## src/rtl/lamp_decode_seq.sv

```systemverilog
// lamp_decode_seq
//   Decodes a 2-bit lamp index into a registered one-hot lamp drive. A change
//   between two different lamps always passes through an all-off interval of
//   DEAD_CYCLES clocks (break-before-make), so two lamps are never driven at
//   once and lamp never steps directly between two nonzero values.
//
// Parameters
//   DEAD_CYCLES  all-off cycles between two different lamps (1..255)
// Ports
//   clk          clock, rising edge
//   rst_n        asynchronous active-low reset
//   enable       master enable; low forces all lamps off and returns to idle
//   code         requested lamp index (0..3)
//   code_valid   one-cycle strobe qualifying code
//   lamp         registered one-hot lamp drive
//   ready        high when code_valid is sampled this cycle
//   active_code  index of the lit lamp; holds its last value while dark
//   switch_count number of completed lamp turn-ons, wraps at 255
module lamp_decode_seq #(
    parameter int DEAD_CYCLES = 4
) (
    input  logic       clk,
    input  logic       rst_n,
    input  logic       enable,
    input  logic [1:0] code,
    input  logic       code_valid,
    output logic [3:0] lamp,
    output logic       ready,
    output logic [1:0] active_code,
    output logic [7:0] switch_count
);

    localparam logic [1:0] S_IDLE = 2'd0;
    localparam logic [1:0] S_ON   = 2'd1;
    localparam logic [1:0] S_DEAD = 2'd2;

    localparam logic [7:0] DEAD_LOAD = 8'(DEAD_CYCLES);

    logic [1:0] state;
    logic [1:0] pending;
    logic [7:0] dead_cnt;

    function automatic logic [3:0] onehot(input logic [1:0] c);
        onehot = 4'b0001 << c;
    endfunction

    // Only the dead interval refuses new codes.
    assign ready = (state != S_DEAD);

    always_ff @(posedge clk or negedge rst_n) begin
        if (!rst_n) begin
            state        <= S_IDLE;
            lamp         <= 4'b0000;
            active_code  <= 2'd0;
            switch_count <= 8'd0;
            pending      <= 2'd0;
            dead_cnt     <= 8'd0;
        end else if (!enable) begin
            // Enable low wins over any strobe or dead-time expiry.
            state    <= S_IDLE;
            lamp     <= 4'b0000;
            pending  <= 2'd0;
            dead_cnt <= 8'd0;
        end else begin
            case (state)
                S_IDLE: begin
                    if (code_valid) begin
                        state        <= S_ON;
                        lamp         <= onehot(code);
                        active_code  <= code;
                        switch_count <= switch_count + 8'd1;
                    end
                end
                S_ON: begin
                    // Re-requesting the lit lamp is a no-op.
                    if (code_valid && (code != active_code)) begin
                        state    <= S_DEAD;
                        lamp     <= 4'b0000;
                        pending  <= code;
                        dead_cnt <= DEAD_LOAD;
                    end
                end
                S_DEAD: begin
                    // Counter is loaded with DEAD_CYCLES on entry; the edge
                    // that sees 1 is the last dark cycle's closing edge.
                    if (dead_cnt <= 8'd1) begin
                        state        <= S_ON;
                        lamp         <= onehot(pending);
                        active_code  <= pending;
                        switch_count <= switch_count + 8'd1;
                        dead_cnt     <= 8'd0;
                    end else begin
                        dead_cnt <= dead_cnt - 8'd1;
                    end
                end
                default: begin
                    state    <= S_IDLE;
                    lamp     <= 4'b0000;
                    dead_cnt <= 8'd0;
                end
            endcase
        end
    end

endmodule
```

## config.mk

```make
export PLATFORM = sky130hd
export DESIGN_NAME = lamp_decode_seq
export DESIGN_NICKNAME = d
export VERILOG_FILES = /design/src/rtl/lamp_decode_seq.sv
export SDC_FILE = /design/constraint.sdc
export NUM_CORES = 1
export LEC_CHECK = 0
export BUFFER_PORTS_ARGS = -buffer_cell sky130_fd_sc_hd__buf_2
export CAP_MARGIN = 20
export CELL_PAD_IN_SITES_DETAIL_PLACEMENT = 0
export CELL_PAD_IN_SITES_GLOBAL_PLACEMENT = 1
export CORE_AREA = 8 8 53 88
export DETAILED_ROUTE_END_ITERATION = 16
export DIE_AREA = 0 0 61 96
export HOLD_SLACK_MARGIN = 0.05
export PLACE_DENSITY = 0.77
export SKIP_LAST_GASP = 1
export SYNTH_ARGS = -nofsm -noshare
export SYNTH_HDL_FRONTEND = slang
export SYNTH_SLANG_ARGS = --single-unit
export TNS_END_PERCENT = 5
```

## constraint.sdc

```tcl
create_clock -name clk -period 2.15 [get_ports clk]
set_input_delay 0.1075 -clock clk [delete_from_list [all_inputs] [get_ports clk]]
set_output_delay 0.1075 -clock clk [all_outputs]
set_load 0.1 [all_outputs]
```

==> results of run 1 <==
## cells in the final DEF, fill, tap and decap left out, types with 5 or more instances in the layout
cell type	count
buf_2	20
mux2i_1	5
xnor2_1	8
nor2_1	14
inv_1	6
nand2_1	16
mux2_2	5
buf_4	5
ha_1	7
dfrtp_1	24
o21ai_0	11
## worst max-delay path, stage by stage, from the launching register on
cell	delay [ns]
dfrtp_1	0.43
inv_1	0.08
ha_1	0.27
nor2_1	0.24
o31ai_4	0.13
a31oi_2	0.36
mux2_2	0.39
## what timing repair did
action | CTS | global route
hold buffers | 1 | 0
hold endpoints to repair | 26 | 0
setup endpoints to repair | 0 | 11
gates resized for setup | 0 | 1
## cells by family after synthesis
family                     after synthesis
and+or+nand+nor                         53
DFF                                     26
buffers and inverters                    9
AOI/OAI and AO/OA                       30
adders and majority gates                7
muxes                                   10
xor gates and xnor gates                 9
## layer usage
| metal | GRT usage | up-vias | part of all wire |
|---|---|---|---|
| li1 | - | 567 | - |
| met1 | 0.150 | 571 | 0.41 |
| met2 | 0.235 | 32 | 0.54 |
| met3 | 0.0201 | 10 | 0.023 |
| met4 | 0.0685 | 0 | 0.031 |
| met5 | 0 | - | 0 |
## state kept, by name, summed over array words and instances (netlist names)
| name | count |
|---|---|
| active_code | 2 |
| dead_cnt | 8 |
| lamp | 4 |
| pending | 2 |
| state | 2 |
| switch_count | 8 |
## worst max path at each step
stage,slack (ns),cells after the start,end,startpoint
final,0.14,6,lamp[1]$_DFFE_PN0P_,dead_cnt[0]$_DFFE_PN0P_
after floorplan,0.07,7,dead_cnt[2]$_DFFE_PN0P_,state[0]$_DFFE_PN0P_
after global routing,-0.06,7,state[1]$_DFFE_PN0P_,dead_cnt[0]$_DFFE_PN0P_
after CTS,0.15,6,lamp[1]$_DFFE_PN0P_,dead_cnt[0]$_DFFE_PN0P_
after global placement,0.24,7,dead_cnt[7]$_DFFE_PN0P_,dead_cnt[0]$_DFFE_PN0P_
after detailed placement,0.17,6,lamp[1]$_DFFE_PN0P_,dead_cnt[0]$_DFFE_PN0P_
## stage by stage
stage	utilization	cells	cell area, um^2
CTS	0.482	218	1700
global route	0.482	218	1700
detailed placement	0.464	213	1630
global placement	0.464	213	1630
finish	0.482	218	1700
floorplan	-	144	1450
## power groups by stage
stage / combinational (mW) / sequential, mW / clock, mW
finish: 1.23 / 0.702 / 0.317
global route: 1.31 / 0.719 / 0.346
CTS: 1.24 / 0.702 / 0.327
floorplan: 0.437 / 1.24 / 0
global placement: 1.22 / 0.703 / 0
detailed placement: 1.23 / 0.711 / 0
## area by class of cell
type / instances / area share
Sequential cell: 26 / 0.385
Tap cell: 46 / 0.0339
Timing Repair Buffer: 26 / 0.0870
Inverter: 7 / 0.0177
Multi-Input combinational cell: 109 / 0.444
Clock buffer: 4 / 0.0324
==> metrics.csv, run 1 <==
stage,metric,value,unit
timing,final worst path period need,2.01,ns
critical_path,r2r startpoint,dead_cnt[0]$_DFFE_PN0P_,
timing,post-route setup TNS,0,ns
pwr,final total power,2.25,mW
critical_path,CP startpoint kind,register,
drt,Vias,1180,
cells_and_area,Final #Nets,186,
grt,largest net degree at the start of global routing,27,
floorplan,die height,96,um
synthesis,Syn Area/Cell,10.0,um^2
pwr,maximum vdd drop,0.883,mV
synthesis,Post-synth ARST share,1.00,
placement,Setup Slack @ Placement,0.173,ns
floorplan,Starting Density,0.409,
critical_path,CP Data Required Time,2.31,ns
timing,final setup fails,0,
synthesis,multiplexer share of the synthesized area,0.0738,
min_path,hold endpoint,pending[1]$_DFFE_PN0P_,
synthesis,adder-cell share of the synthesized area,0.0608,
synthesis,top-count cell post-synth,dfrtp_1,
cts,CTS Buffer Depth,2,
critical_path,reg-to-reg setup timing slack,0.14,ns
floorplan,Rows,29,
pwr,PD cells,1330,nW/um^2
floorplan,Die X-Extent,61,um
grt,antenna violations before repair,0,
cts,Post-CTS Setup Repair Bufs,0,
grt,number of global-route vias before repair,1283,
timing,RSZ-0062 raised after global routing,true,
cts,clock-pin slew on the worst setup and hold paths,0.09,ns
cts,TritonCTS buffer count,3,
pwr,Pint,1.04,mW
critical_path,kind of end point of the critical path,register,
grt,global-route wire length before repair,6020,um
drt,Initial DRC Count,11,
drt,post-route ant nets,0,
cells_and_area,P&R area growth vs syn,17.9,%
pwr,NetSw,1.21,mW
pwr,Comb pwr share,0.548,
timing,hold_ws,0.144,ns
drt,post-DR wirelength/cell,16.0,um
timing,"Slew Viols, Final",0,
synthesis,mapped cell area,1440,um^2
synthesis,Yosys cell types,37,
synthesis,top post-synthesis cells by count,"dfrtp_1, nand2_1, nor2_1, o21ai_0, xnor2_1",
placement,# port buffers,20,
min_path,Hold Path Stages,3,
pwr,Sequential Power Share,0.312,
floorplan,DIE AREA,5860,um^2
pwr,Lkg Pwr,0.804,nW
status,outcome,completed,
cts,TritonCTS clock tree,done,
synthesis,Post-Synthesis Cells,144,
grt,global route total overflow,0,
timing,"Hold Vio Cnt, Final",0,
synthesis,Syn Nets,157,
timing,Fmax,0.499,GHz
cells_and_area,area of the multi-input gates,754,um^2
timing,Worst Skew,0.00333,ns
critical_path,Worst Path Arrival,2.16,ns
synthesis,top-area cell type share of the netlist area,0.452,
synthesis,Synth Area in XOR/XNOR,0.0547,
floorplan,core area,3520,um^2
timing,final worst setup slack,0.144,ns
placement,post-detail-place hpwl,2710,um
timing,worst-margin pin slew,0.611,ns
pwr,power share of the clock group,0.141,
critical_path,Register-to-Register Path Depth,6,
synthesis,top post-synthesis cells by area,"dfrtp_1, ha_1, xnor2_1",
flow_run,max-cap violation count,0,
synthesis,top cell type by total area after synthesis,dfrtp_1,
drt,first-pass detailed-route iteration total,4,
drt,Routed WL,3490,um
cells_and_area,ant diodes,0,
min_path,worst hold start,code[1],
cts,H-tree Lvls,1,
drt,DRC,0,
critical_path,CP Max Fanout,6,
synthesis,Yosys warnings,0,
min_path,Hold Path Class,in2reg,
cts,clock latency on the worst-skew pair,0.27,ns
cells_and_area,Fillers,347,
placement,RD Place Congestion,0.887,
timing,share of the clock period used by the worst path,0.933,
timing,Slew headroom,0.593,
synthesis,Synth Area in Simple Gates,0.182,
floorplan,# IOs,21,
synthesis,"flops & latches, synth",26,
grt,GRT Total Usage,0.134,
cts,Sink Count,26,
cts,clk root buf,clkbuf_8,
pwr,Sw Ratio,0.536,
critical_path,CP Class,reg2reg,
synthesis,"EDFF count, synth",0,
cells_and_area,Register Area,653,um^2
synthesis,Main synth FF type,dfrtp_1,
synthesis,largest family of logic cells by synthesized area,simple AND/OR/NAND/NOR gates,
drt,via density per instance,5.41,
cells_and_area,layout cells sized above 1,0.244,
synthesis,post-synthesis compound-gate area fraction,0.152,
synthesis,"Seq/Total Area, Yosys",0.452,
critical_path,RR Endpoint,lamp[1]$_DFFE_PN0P_,
No activity file was read; power rests on OpenSTA's default activity.
==> inputs of run 2 (changes only) <==
--- a/config.mk
+++ b/config.mk
@@ -9,11 +9,12 @@
 export CAP_MARGIN = 20
 export CELL_PAD_IN_SITES_DETAIL_PLACEMENT = 0
 export CELL_PAD_IN_SITES_GLOBAL_PLACEMENT = 1
-export CORE_AREA = 8 8 53 88
+export CORE_AREA = 8 8 52 86
 export DETAILED_ROUTE_END_ITERATION = 16
-export DIE_AREA = 0 0 61 96
+export DIE_AREA = 0 0 60 94
 export HOLD_SLACK_MARGIN = 0.05
-export PLACE_DENSITY = 0.77
+export MAX_ROUTING_LAYER = met4
+export PLACE_DENSITY = 0.81
 export SKIP_LAST_GASP = 1
 export SYNTH_ARGS = -nofsm -noshare
 export SYNTH_HDL_FRONTEND = slang
==> constraint.sdc (replaced) <==
create_clock -name clk -period 2.37 [get_ports clk]
set_input_delay 0.1185 -clock clk [delete_from_list [all_inputs] [get_ports clk]]
set_output_delay 0.1185 -clock clk [all_outputs]
set_load 0.1 [all_outputs]
==> run 2 against run 1 <==
Power decreased by 12%; clock skew about the same; sequential power decreased by 11%; register-to-register slack improved by 0.12 ns; die area decreased by 3.7%.
==> metrics.csv, run 2 (synthesis results as in run 1) <==
stage,metric,value,unit,change
flow_run,max-cap violation count,0,,unchanged
floorplan,Starting Density,0.433,,was 0.409
cells_and_area,Final #Nets,182,,was 186
critical_path,CP Max Fanout,6,,unchanged
pwr,final total power,1.99,mW,was 2.25 mW
critical_path,CP Data Required Time,2.53,ns,was 2.31 ns
placement,RD Place Congestion,0.895,,was 0.887
min_path,Hold Path Class,in2reg,,unchanged
floorplan,Rows,28,,was 29
cells_and_area,largest registers,"dead_cnt (8), switch_count (8), lamp (4)",,unchanged
timing,final worst setup slack,0.268,ns,was 0.144 ns
cts,TritonCTS buffer count,3,,unchanged
grt,number of global-route vias before repair,1204,,was 1283
timing,worst-margin pin slew,0.633,ns,was 0.611 ns
floorplan,core area,3330,um^2,was 3520 um^2
cells_and_area,ant diodes,0,,unchanged
cts,CTS Buffer Depth,2,,unchanged
timing,RSZ-0062 raised after global routing,false,,was true
placement,post-detail-place hpwl,2550,um,was 2710 um
grt,global-route wire length before repair,5350,um,was 6020 um
drt,post-DR wirelength/cell,15.0,um,was 16.0 um
drt,DRC,0,,unchanged
placement,Setup Slack @ Placement,0.252,ns,was 0.173 ns
pwr,PD cells,1200,nW/um^2,was 1330 nW/um^2
critical_path,CP Class,reg2reg,,unchanged
grt,global route total overflow,0,,unchanged
timing,"Hold Vio Cnt, Final",0,,unchanged
grt,gr busiest metal,met2,,unchanged
timing,Worst Skew,0.00310,ns,was 0.00333 ns
pwr,maximum vdd drop,0.715,mV,was 0.883 mV
floorplan,die height,94,um,was 96 um
placement,# port buffers,20,,unchanged
timing,final worst path period need,2.10,ns,was 2.01 ns
drt,via density per instance,5.36,,was 5.41
cells_and_area,"most common cell after layout, fill and taps aside",dfrtp_1,,unchanged
cells_and_area,P&R area growth vs syn,15.3,%,was 17.9%
cts,clock-pin slew on the worst setup and hold paths,0.09,ns,about the same
cts,clk root buf,clkbuf_8,,unchanged
timing,post-route setup TNS,0,ns,unchanged
pwr,Lkg Pwr,0.786,nW,was 0.804 nW
cells_and_area,highest-count cells in the layout ignoring fill and taps,"dfrtp_1, buf_2, nand2_1",,unchanged
grt,met2 Usage GRT,0.233,,was 0.235
cells_and_area,final instance area,1660,um^2,was 1700 um^2
critical_path,kind of end point of the critical path,register,,unchanged
cts,clock latency on the worst-skew pair,0.26,ns,was 0.27 ns
critical_path,CP startpoint kind,register,,unchanged
floorplan,# IOs,21,,unchanged
timing,share of the clock period used by the worst path,0.887,,was 0.933
drt,Initial DRC Count,18,,was 11
drt,Routed WL,3200,um,was 3490 um
grt,GRT met1 Usage,0.117,,was 0.150
critical_path,Worst Path Arrival,2.26,ns,was 2.16 ns
drt,first-pass detailed-route iteration total,4,,unchanged
timing,Slew headroom,0.576,,was 0.593
cts,Post-CTS Setup Repair Bufs,0,,unchanged
floorplan,Die X-Extent,60,um,was 61 um
drt,Vias,1141,,was 1180
status,outcome,completed,,unchanged
drt,post-route ant nets,0,,unchanged
placement,Area after DPL,1600,um^2,was 1630 um^2
cells_and_area,Fillers,309,,was 347
grt,GRT Total Usage,0.125,,was 0.134
cts,cts hold-fix bufs,1,,unchanged
grt,largest net degree at the start of global routing,27,,unchanged
cts,Sink Count,26,,unchanged
cts,post_cts resized,0,,unchanged
cells_and_area,layout cells sized above 1,0.208,,was 0.244
timing,final setup fails,0,,unchanged
grt,antenna violations before repair,0,,unchanged
cts,TritonCTS clock tree,done,,unchanged
cts,H-tree Lvls,1,,unchanged
timing,Fmax,0.476,GHz,was 0.499 GHz
grt,grt met3 use,0.0219,,was 0.0201
floorplan,DIE AREA,5640,um^2,was 5860 um^2
cells_and_area,utilization after layout,0.499,,was 0.482
timing,"Slew Viols, Final",0,,unchanged
## run 2: cell count changes in the layout (fill, tap and decap cells not counted)
cell	change
o21ai_1	-1
clkinvlp_4	-1
inv_1	+1
o21ai_0	+1
dfrtp_2	-2
dfrtp_1	+2
buf_4	-4
## run 2: worst max-delay path, stage by stage, from the launching register on
cell and delay (ns):
dfrtp_1 0.43, inv_1 0.09, ha_1 0.26, nor2_1 0.24
o31ai_4 0.13, a31oi_2 0.45, mux2_2 0.39
## run 2: cell type report
cell class              count  area, um^2  area share
multi-input cells         109         754       0.454
repair buffers             22         118      0.0708
well taps                  45        56.3      0.0339
flip-flops and latches     26         651       0.392
inverters                   7        26.3      0.0158
clock buffers               4        55.1      0.0332
## run 2: stage by stage
stage               std cells  hold WS, ns
finish                    213        0.176
global route              213        0.191
CTS                       213        0.179
detailed placement        208        0.152
global placement          208        0.138
floorplan                 144       -0.177
## run 2: power breakdown
part	leakage, nW	total, mW	switching, mW	internal [mW]
registers	0.349	0.628	0.0943	0.534
logic	0.409	1.08	0.838	0.241
clock network	0.0288	0.282	0.133	0.148
## run 2: worst paths after layout
kind	from	endpoint	slack, ns	cells past startpoint
min	code[1]	pending[1]$_DFFE_PN0P_	0.18	3
max reg2reg	dead_cnt[0]$_DFFE_PN0P_	lamp[2]$_DFFE_PN0P_	0.27	6
min in group asynchronous	rst_n	lamp[2]$_DFFE_PN0P_	0.39	2
max in group asynchronous	rst_n	switch_count[5]$_DFFE_PN0P_	1.61	2
max	dead_cnt[0]$_DFFE_PN0P_	lamp[2]$_DFFE_PN0P_	0.27	6
min reg2reg	switch_count[7]$_DFFE_PN0P_	switch_count[7]$_DFFE_PN0P_	0.49	1
## run 2: per-layer routing
| layer | vias up | part of all wire | wire length (um) |
|---|---|---|---|
| met5 | - | 0 | 0 |
| met4 | 0 | 0.011 | 36 |
| met3 | 4 | 0.041 | 132 |
| met2 | 20 | 0.58 | 1850 |
| met1 | 563 | 0.37 | 1190 |
| li1 | 554 | - | - |
